[src/rtl/csa_word_sequencer_pkg.sv]
// Shared definitions for the slice-serial wide adder.
package csa_word_sequencer_pkg;

  typedef enum logic {
    ST_IDLE = 1'b0,
    ST_RUN  = 1'b1
  } state_t;

  // Slice counter width; at least one bit even for a single-slice build.
  function automatic int cnt_width(input int words);
    if (words <= 1) return 1;
    return $clog2(words);
  endfunction

endpackage

[src/rtl/csa_word_sequencer_csa.sv]
// Combinational conditional-sum adder, N bits wide.
// Every bit position starts with both candidate sums/carries (carry-in 0 and 1).
// Adjacent blocks then merge pairwise, doubling the block size each level.
// The real carry-in picks the final candidate at the very end.
module csa_word_sequencer_csa #(
  parameter int N = 4
) (
  input  logic [N-1:0] a,
  input  logic [N-1:0] b,
  input  logic         ci,
  output logic [N-1:0] sum,
  output logic         co
);

  localparam int LEVELS = (N > 1) ? $clog2(N) : 0;

  // s0/s1: per-bit sum assuming the enclosing block's carry-in is 0/1.
  // c0/c1: carry-out of the block that starts at that bit index.
  logic [N-1:0] s0, s1, c0, c1;
  logic         t0, t1;

  // Build candidate pairs, merge blocks level by level, then select on ci.
  always_comb begin
    t0 = 1'b0;
    t1 = 1'b0;
    for (int i = 0; i < N; i++) begin
      s0[i] = a[i] ^ b[i];
      s1[i] = ~(a[i] ^ b[i]);
      c0[i] = a[i] & b[i];
      c1[i] = a[i] | b[i];
    end
    for (int lvl = 0; lvl < LEVELS; lvl++) begin
      for (int j = 0; j < N; j++) begin
        if ((j % (2 << lvl)) == 0 && (j + (1 << lvl)) < N) begin
          // Upper half chooses its candidates from the lower half's carry-out.
          for (int k = 0; k < N; k++) begin
            if (k >= j + (1 << lvl) && k < j + (2 << lvl)) begin
              t0 = c0[j] ? s1[k] : s0[k];
              t1 = c1[j] ? s1[k] : s0[k];
              s0[k] = t0;
              s1[k] = t1;
            end
          end
          t0 = c0[j] ? c1[j + (1 << lvl)] : c0[j + (1 << lvl)];
          t1 = c1[j] ? c1[j + (1 << lvl)] : c0[j + (1 << lvl)];
          c0[j] = t0;
          c1[j] = t1;
        end
      end
    end
    sum = ci ? s1 : s0;
    co  = ci ? c1[0] : c0[0];
  end

endmodule

[src/rtl/csa_word_sequencer.sv]
// Slice-serial wide adder: one N-bit conditional-sum adder is reused WORDS
// times, least-significant slice first, with the carry held in a register.
// Operands are captured on an accepted start; sum/co only update on completion.
module csa_word_sequencer
  import csa_word_sequencer_pkg::*;
#(
  parameter int N     = 4,
  parameter int WORDS = 4,
  parameter int W     = N * WORDS
) (
  input  logic         clk,
  input  logic         reset,
  input  logic         start,
  input  logic [W-1:0] a,
  input  logic [W-1:0] b,
  input  logic         ci,
  output logic         busy,
  output logic         done,
  output logic [W-1:0] sum,
  output logic         co
);

  localparam int CNT_W = cnt_width(WORDS);
  localparam logic [CNT_W-1:0] CNT_LAST = CNT_W'(WORDS - 1);

  state_t           state, state_nxt;
  logic [W-1:0]     a_sh, a_sh_nxt;
  logic [W-1:0]     b_sh, b_sh_nxt;
  logic             carry, carry_nxt;
  logic [CNT_W-1:0] cnt, cnt_nxt;
  logic [W-1:0]     acc, acc_nxt;
  logic [W-1:0]     sum_nxt;
  logic             co_nxt, busy_nxt, done_nxt;

  logic [N-1:0]     slice_sum;
  logic             slice_co;
  logic [W-1:0]     acc_shift;

  csa_word_sequencer_csa #(.N(N)) u_csa (
    .a   (a_sh[N-1:0]),
    .b   (b_sh[N-1:0]),
    .ci  (carry),
    .sum (slice_sum),
    .co  (slice_co)
  );

  // New slice enters the accumulator from the top; single-slice builds skip acc.
  generate
    if (WORDS > 1) begin : g_acc
      assign acc_shift = {slice_sum, acc[W-1:N]};
    end else begin : g_no_acc
      assign acc_shift = slice_sum;
    end
  endgenerate

  // Next-state and datapath updates for the IDLE/RUN sequencer.
  always_comb begin
    state_nxt = state;
    a_sh_nxt  = a_sh;
    b_sh_nxt  = b_sh;
    carry_nxt = carry;
    cnt_nxt   = cnt;
    acc_nxt   = acc;
    sum_nxt   = sum;
    co_nxt    = co;
    busy_nxt  = busy;
    done_nxt  = 1'b0;
    case (state)
      ST_IDLE: begin
        if (start) begin
          a_sh_nxt  = a;
          b_sh_nxt  = b;
          carry_nxt = ci;
          cnt_nxt   = '0;
          busy_nxt  = 1'b1;
          state_nxt = ST_RUN;
        end
      end
      ST_RUN: begin
        acc_nxt   = acc_shift;
        a_sh_nxt  = a_sh >> N;
        b_sh_nxt  = b_sh >> N;
        carry_nxt = slice_co;
        cnt_nxt   = cnt + 1'b1;
        if (cnt == CNT_LAST) begin
          sum_nxt   = acc_shift;
          co_nxt    = slice_co;
          done_nxt  = 1'b1;
          busy_nxt  = 1'b0;
          state_nxt = ST_IDLE;
        end
      end
      default: begin
        state_nxt = ST_IDLE;
      end
    endcase
  end

  // State and datapath registers with synchronous reset.
  always_ff @(posedge clk) begin
    if (reset) begin
      state <= ST_IDLE;
      a_sh  <= '0;
      b_sh  <= '0;
      carry <= 1'b0;
      cnt   <= '0;
      acc   <= '0;
      sum   <= '0;
      co    <= 1'b0;
      busy  <= 1'b0;
      done  <= 1'b0;
    end else begin
      state <= state_nxt;
      a_sh  <= a_sh_nxt;
      b_sh  <= b_sh_nxt;
      carry <= carry_nxt;
      cnt   <= cnt_nxt;
      acc   <= acc_nxt;
      sum   <= sum_nxt;
      co    <= co_nxt;
      busy  <= busy_nxt;
      done  <= done_nxt;
    end
  end

endmodule

[config.mk]
export PLATFORM = sky130hd
export DESIGN_NAME = csa_word_sequencer
export DESIGN_NICKNAME = d
export VERILOG_FILES = /design/src/rtl/csa_word_sequencer_pkg.sv /design/src/rtl/csa_word_sequencer_csa.sv /design/src/rtl/csa_word_sequencer.sv
export SDC_FILE = /design/constraint.sdc
export NUM_CORES = 1
export LEC_CHECK = 0
export CAP_MARGIN = 10
export CELL_PAD_IN_SITES_DETAIL_PLACEMENT = 0
export CELL_PAD_IN_SITES_GLOBAL_PLACEMENT = 2
export CORE_UTILIZATION = 33
export DETAILED_ROUTE_END_ITERATION = 7
export PLACE_DENSITY = 0.93
export SYNTH_ARGS = -nofsm -noshare
export SYNTH_HDL_FRONTEND = slang
export SYNTH_SLANG_ARGS = --single-unit
export TNS_END_PERCENT = 30
[constraint.sdc]
create_clock -name clk -period 4.5 [get_ports clk]
set_clock_uncertainty 0.2 [all_clocks]
set_input_delay 1.125 -clock clk [delete_from_list [all_inputs] [get_ports clk]]
set_output_delay 1.125 -clock clk [all_outputs]
set_load 0.02 [all_outputs]
==> results of run 1 <==
-- where the power goes --
part | switching (mW) | internal [mW]
clock | 0.251 | 0.264
combinational | 0.0715 | 0.0736
sequential | 0.0171 | 0.617
total | 0.339 | 0.955
-- registers in the layout (all words and copies together) (netlist names) --
name,count
a_sh,16
acc,12
b_sh,16
busy,1
carry,1
cnt,2
co,1
done,1
state,1
sum,16
-- layout make-up --
type	count	area, µm²
fill	819	4600
clock buffer	9	124
sequential	67	1340
multi-input combinational	199	1300
tap	105	131
timing repair buffer	56	551
inverter	13	48.8
clock inverter	7	82.6
-- metal layers --
metal  share of wire (%)  wire length, µm
met5                   0                0
met4                 1.8              102
met1                  48             2680
met3                 4.4              246
met2                  46             2550
-- critical path, stage by stage --
cell and delay [ns]:
clkdlybuf4s50_1 0.71, a21oi_2 0.73, a22o_1 0.26
-- cell usage in the layout (no fill, tap or decap), types with 5 or more instances in the layout --
cell type / n
inv_1: 13
nor2_1: 71
dfxtp_1: 66
a22o_1: 12
nand2_1: 7
mux2i_1: 45
clkbuf_8: 9
a21oi_1: 29
ha_1: 9
o21ai_0: 5
clkdlybuf4s50_1: 53
-- kinds of logic after synthesis --
kind of cell	after synthesis	synth area share [%]
buf+inv	33	4.82
simple gates	86	12.3
fa+ha+maj	9	4.06
compound gates	54	12.5
xor+xnor	4	1.26
flops	67	48.3
mux	46	16.7
-- metrics by stage --
stage | util [%] | hold WS [ns] | std cells | instance area [µm²]
6_report | 43.8 | 0.262 | 456 | 3580
4_1_cts | 43.8 | 0.270 | 456 | 3580
5_1_grt | 43.8 | 0.283 | 456 | 3580
3_3_place_gp | 41.3 | 0.247 | 440 | 3370
2_1_floorplan | - | 0.242 | 299 | 2780
3_5_place_dp | 41.3 | 0.252 | 440 | 3370
-- path summary, 6_finish.rpt --
check	start	depth (start not counted)	endpoint
setup reg to reg	state	5	sum[2]
hold / removal	sum[12]	2	sum[12]
setup / recovery	reset	3	sum[2]
hold reg to reg	sum[12]	2	sum[12]
==> metrics.yaml, run 1 <==
slew-limit-headroom_pct: 28.0
core-area_mm2: 0.00818
reg2reg_slack_ns: 2.20
async_flop_share_pct: 0
netlist_area_mm2: 0.00278
io_buffers: 54
initial_core_util_pct: 33.9
grt_pass1_wl_um: 9270
synth_top_cell_area_share_pct: 48.3
syn-num-nets: 344
cts_tree: "done"
io_pins: 55
drt_iter0_drc: 91
rsz0062_at_grt: "false"
grt_pass1_vias: 1937
vias: 2091
post_cts_buffers: 0
fin_setup_tns_ns: 0
synth_edf_count: 0
grt_overflow: 0
cts_max_level: 3
fmax_mhz: 365
ys_ff_latch: 67
die_w_um: 93.7
cts_sinks: 67
dieArea_mm2: 0.00878
finalWirelength_um: 5580
maxCapViolCount: 0
grt_antenna_before_repair: 0
synthTopCellsByCount: "nor2_1, dfxtp_1, mux2i_1"
holdBufCountCts: 0
layout_setup_ws_ns: 1.76
ctsResizeCount: 0
drtAntennaViolNets: 0
p_leak_nw: 1.45
place_congestion: 0.710
crit_path_max_fanout: 18
crit_arrival_ns: 2.84
endpoint_kind: "register"
grtUsageMet1_pct: 17.0
synth_area_leaders: "dfxtp_1, mux2i_1, nor2_1"
syn_area_per_cell_um2: 9.28
yosys.area.top_type: "dfxtp_1"
post-route-period-util_pct: 61.0
min_path_type: "reg2reg"
hold_viol_final: 0
final_nets: 391
cts_inserted_buffers: 9
dp_slack_ns: 1.33
ys.flop_type: "dfxtp_1"
first_pass_iters: 4
fin_crit_ns: 2.74
grtUsageMet2_pct: 21.6
ys_seq_area_share_pct: 48.3
slew_viol_final: 0
dieHeight_um: 93.7
drc: 0
startpoint_type: "input pin"
ys_types: 23
clk_latency_ns: 0.35
area_growth_pct: 29.0
cp.required_ns: 4.59
path_clk_slew_ns: 0.08
num_rows: 33
yosys_warnings: 0
cts-root-buf: "clkbuf_8"
total_power_mw: 1.29
globalRouteMet3Util_pct: 5.42
vdd_drop_max_mv: 0.138
synthMostInstantiatedCell: "nor2_1"
setup_violations: 0
syn_inst: 299
clockBufferDepth: 2
wl_per_cell_um: 12.2
antenna_cells: 0
track_usage_pct: 13.9
critical_path_class: "in2reg"
drive_above_1_share_pct: 7.41
vias_per_cell: 4.59
p_per_area_mw_per_mm2: 362
dp.final_hpwl_um: 3770
grt_max_degree: 71
worstMarginPinSlew_ns: 1.08
status: "completed"
busiest_layer: "met2"
Power figures use the tool's default switching activity.
==> run 2: changes to the inputs <==
Settings changed: CORE_UTILIZATION 33 to 31, PLACE_DENSITY 0.93 to 0.89.
Clock period 4.5 ns to 2.6 ns, I/O delays scaled along.
==> metrics.yaml, run 2 (same netlist as run 1, synthesis figures left out) <==
critPathTopFamily: "buffers and inverters"
rr_endpoint: "co"
p_leak_nw: 1.46
grt_pass1_wl_um: 9650
place_congestion: 0.716
clockPowerShare_pct: 37.7
grt_max_degree: 54
slowest_stage: "clkdlybuf4s50_1"
dp_slack_ns: 0.278
most-common-layout-cells: "nor2_1, dfxtp_1, clkdlybuf4s50_1, mux2i_1, a21oi_1"
area_growth_pct: 29.8
setup_violations: 0
io_pins: 55
cts-root-buf: "clkbuf_8"
fmax_mhz: 461
holdBufCountCts: 0
num_rows: 34
cts_inserted_buffers: 9
reg2reg_depth: 6
dieHeight_um: 96.6
critical_path_class: "reg2out"
maxCapViolCount: 0
dp.final_hpwl_um: 3840
cp.depth: 1
final_nets: 395
seqPwrFrac_pct: 50.6
clockBufferDepth: 2
drt_iter0_drc: 103
fin_setup_tns_ns: 0
r2r-start: "a_sh[0]"
total_power_mw: 2.17
cts_max_level: 3
initial_core_util_pct: 32.0
vdd_drop_max_mv: 0.240
crit_start: "sum[13]"
crit_path_max_incr_delay_ns: 0.61
crit_arrival_ns: 1.32
cts_sinks: 67
path_clk_slew_ns: 0.08
switchingPower_uw: 612
hold_viol_final: 0
post_cts_buffers: 0
fin_crit_ns: 2.17
final_area_mm2: 0.00360
crit_chain: "clkdlybuf4s50_1"
cts_tree: "done"
slew_viol_final: 0
layout.cells.non_filler: 463
die_w_um: 96.6
final_util_pct: 41.5
grt_antenna_before_repair: 0
internal-power_mw: 1.56
sw_frac_of_total_pct: 28.1
wl_per_cell_um: 12.1
top_regs: "a_sh (16), b_sh (16), sum (16)"
min_path_type: "reg2reg"
slew-limit-headroom_pct: 67.2
worstMarginPinSlew_ns: 0.492
cp.required_ns: 1.75
post-route-period-util_pct: 83.5
io_buffers: 54
crit_path_max_fanout: 2
worst-path-buf-inv: 1
vias: 2080
finalWirelength_um: 5590
rsz0062_at_grt: "false"
p_comb_share_pct: 11.7
hold-worst-slack_ns: 0.261
antenna_cells: 0
dp_cells: 447
p_per_area_mw_per_mm2: 603
track_usage_pct: 12.9
grt_pass1_vias: 1999
ctsResizeCount: 0
core-area_mm2: 0.00868
place_area_mm2: 0.00342
vias_per_cell: 4.49
grt_overflow: 0
endpoint_kind: "output pin"
drive_above_1_share_pct: 8.45
reg2reg_slack_ns: 0.60
final_common_cell: "nor2_1"
drc: 0
drtAntennaViolNets: 0
dieArea_mm2: 0.00933
endpoint: "sum[13]"
first_pass_iters: 4
layout_setup_ws_ns: 0.429
startpoint_type: "register"
status: "completed"
clk_latency_ns: 0.35
[run 2: cell types whose count changed in the layout (fill, tap and decap cells not counted), sizes merged]
cell      previous run  this run
buf                  3         7
clkinv               1         0
bufinv               1         0
clkinvlp             2         3
inv                 16        17
[run 2: routing by layer]
| metal | global-route usage (%) | share of wire (%) |
|---|---|---|
| met5 | 0 | 0 |
| met4 | 6.20 | 1.8 |
| met3 | 3.68 | 3.8 |
| met2 | 18.8 | 45 |
| met1 | 17.3 | 49 |
[run 2: power groups by stage]
stage | Sequential, mW | Clock (mW) | Combinational, mW
2_1_floorplan | 1.11 | 0 | 0.170
3_3_place_gp | 1.12 | 0 | 0.253
3_5_place_dp | 1.12 | 0 | 0.257
4_1_cts | 1.10 | 0.840 | 0.258
5_1_grt | 1.11 | 0.889 | 0.289
6_report | 1.10 | 0.819 | 0.255
[run 2: cell type report]
type | count | area, µm²
Clock buffer | 9 | 124
Clock inverter | 7 | 60.1
Inverter | 13 | 48.8
Timing Repair Buffer | 60 | 593
Sequential cell | 67 | 1340
Fill cell | 864 | 5070
Tap cell | 108 | 135
Multi-Input combinational cell | 199 | 1300
[run 2: worst min path at each step]
| stage | start | endpoint | slack [ns] | cells after the start |
|---|---|---|---|---|
| after floorplan | acc[4] | sum[0] | 0.24 | 1 |
| after global placement | busy | busy | 0.25 | 1 |
| after detailed placement | sum[14] | sum[14] | 0.25 | 2 |
| after CTS | sum[14] | sum[14] | 0.27 | 2 |
| after global routing | sum[15] | sum[15] | 0.29 | 2 |
| final | sum[14] | sum[14] | 0.26 | 2 |
[run 2: worst min-delay path, cell delays in order (launching register included)]
cell and delay (ns):
dfxtp_1 0.33, nand2_1 0.04, o21ai_0 0.06
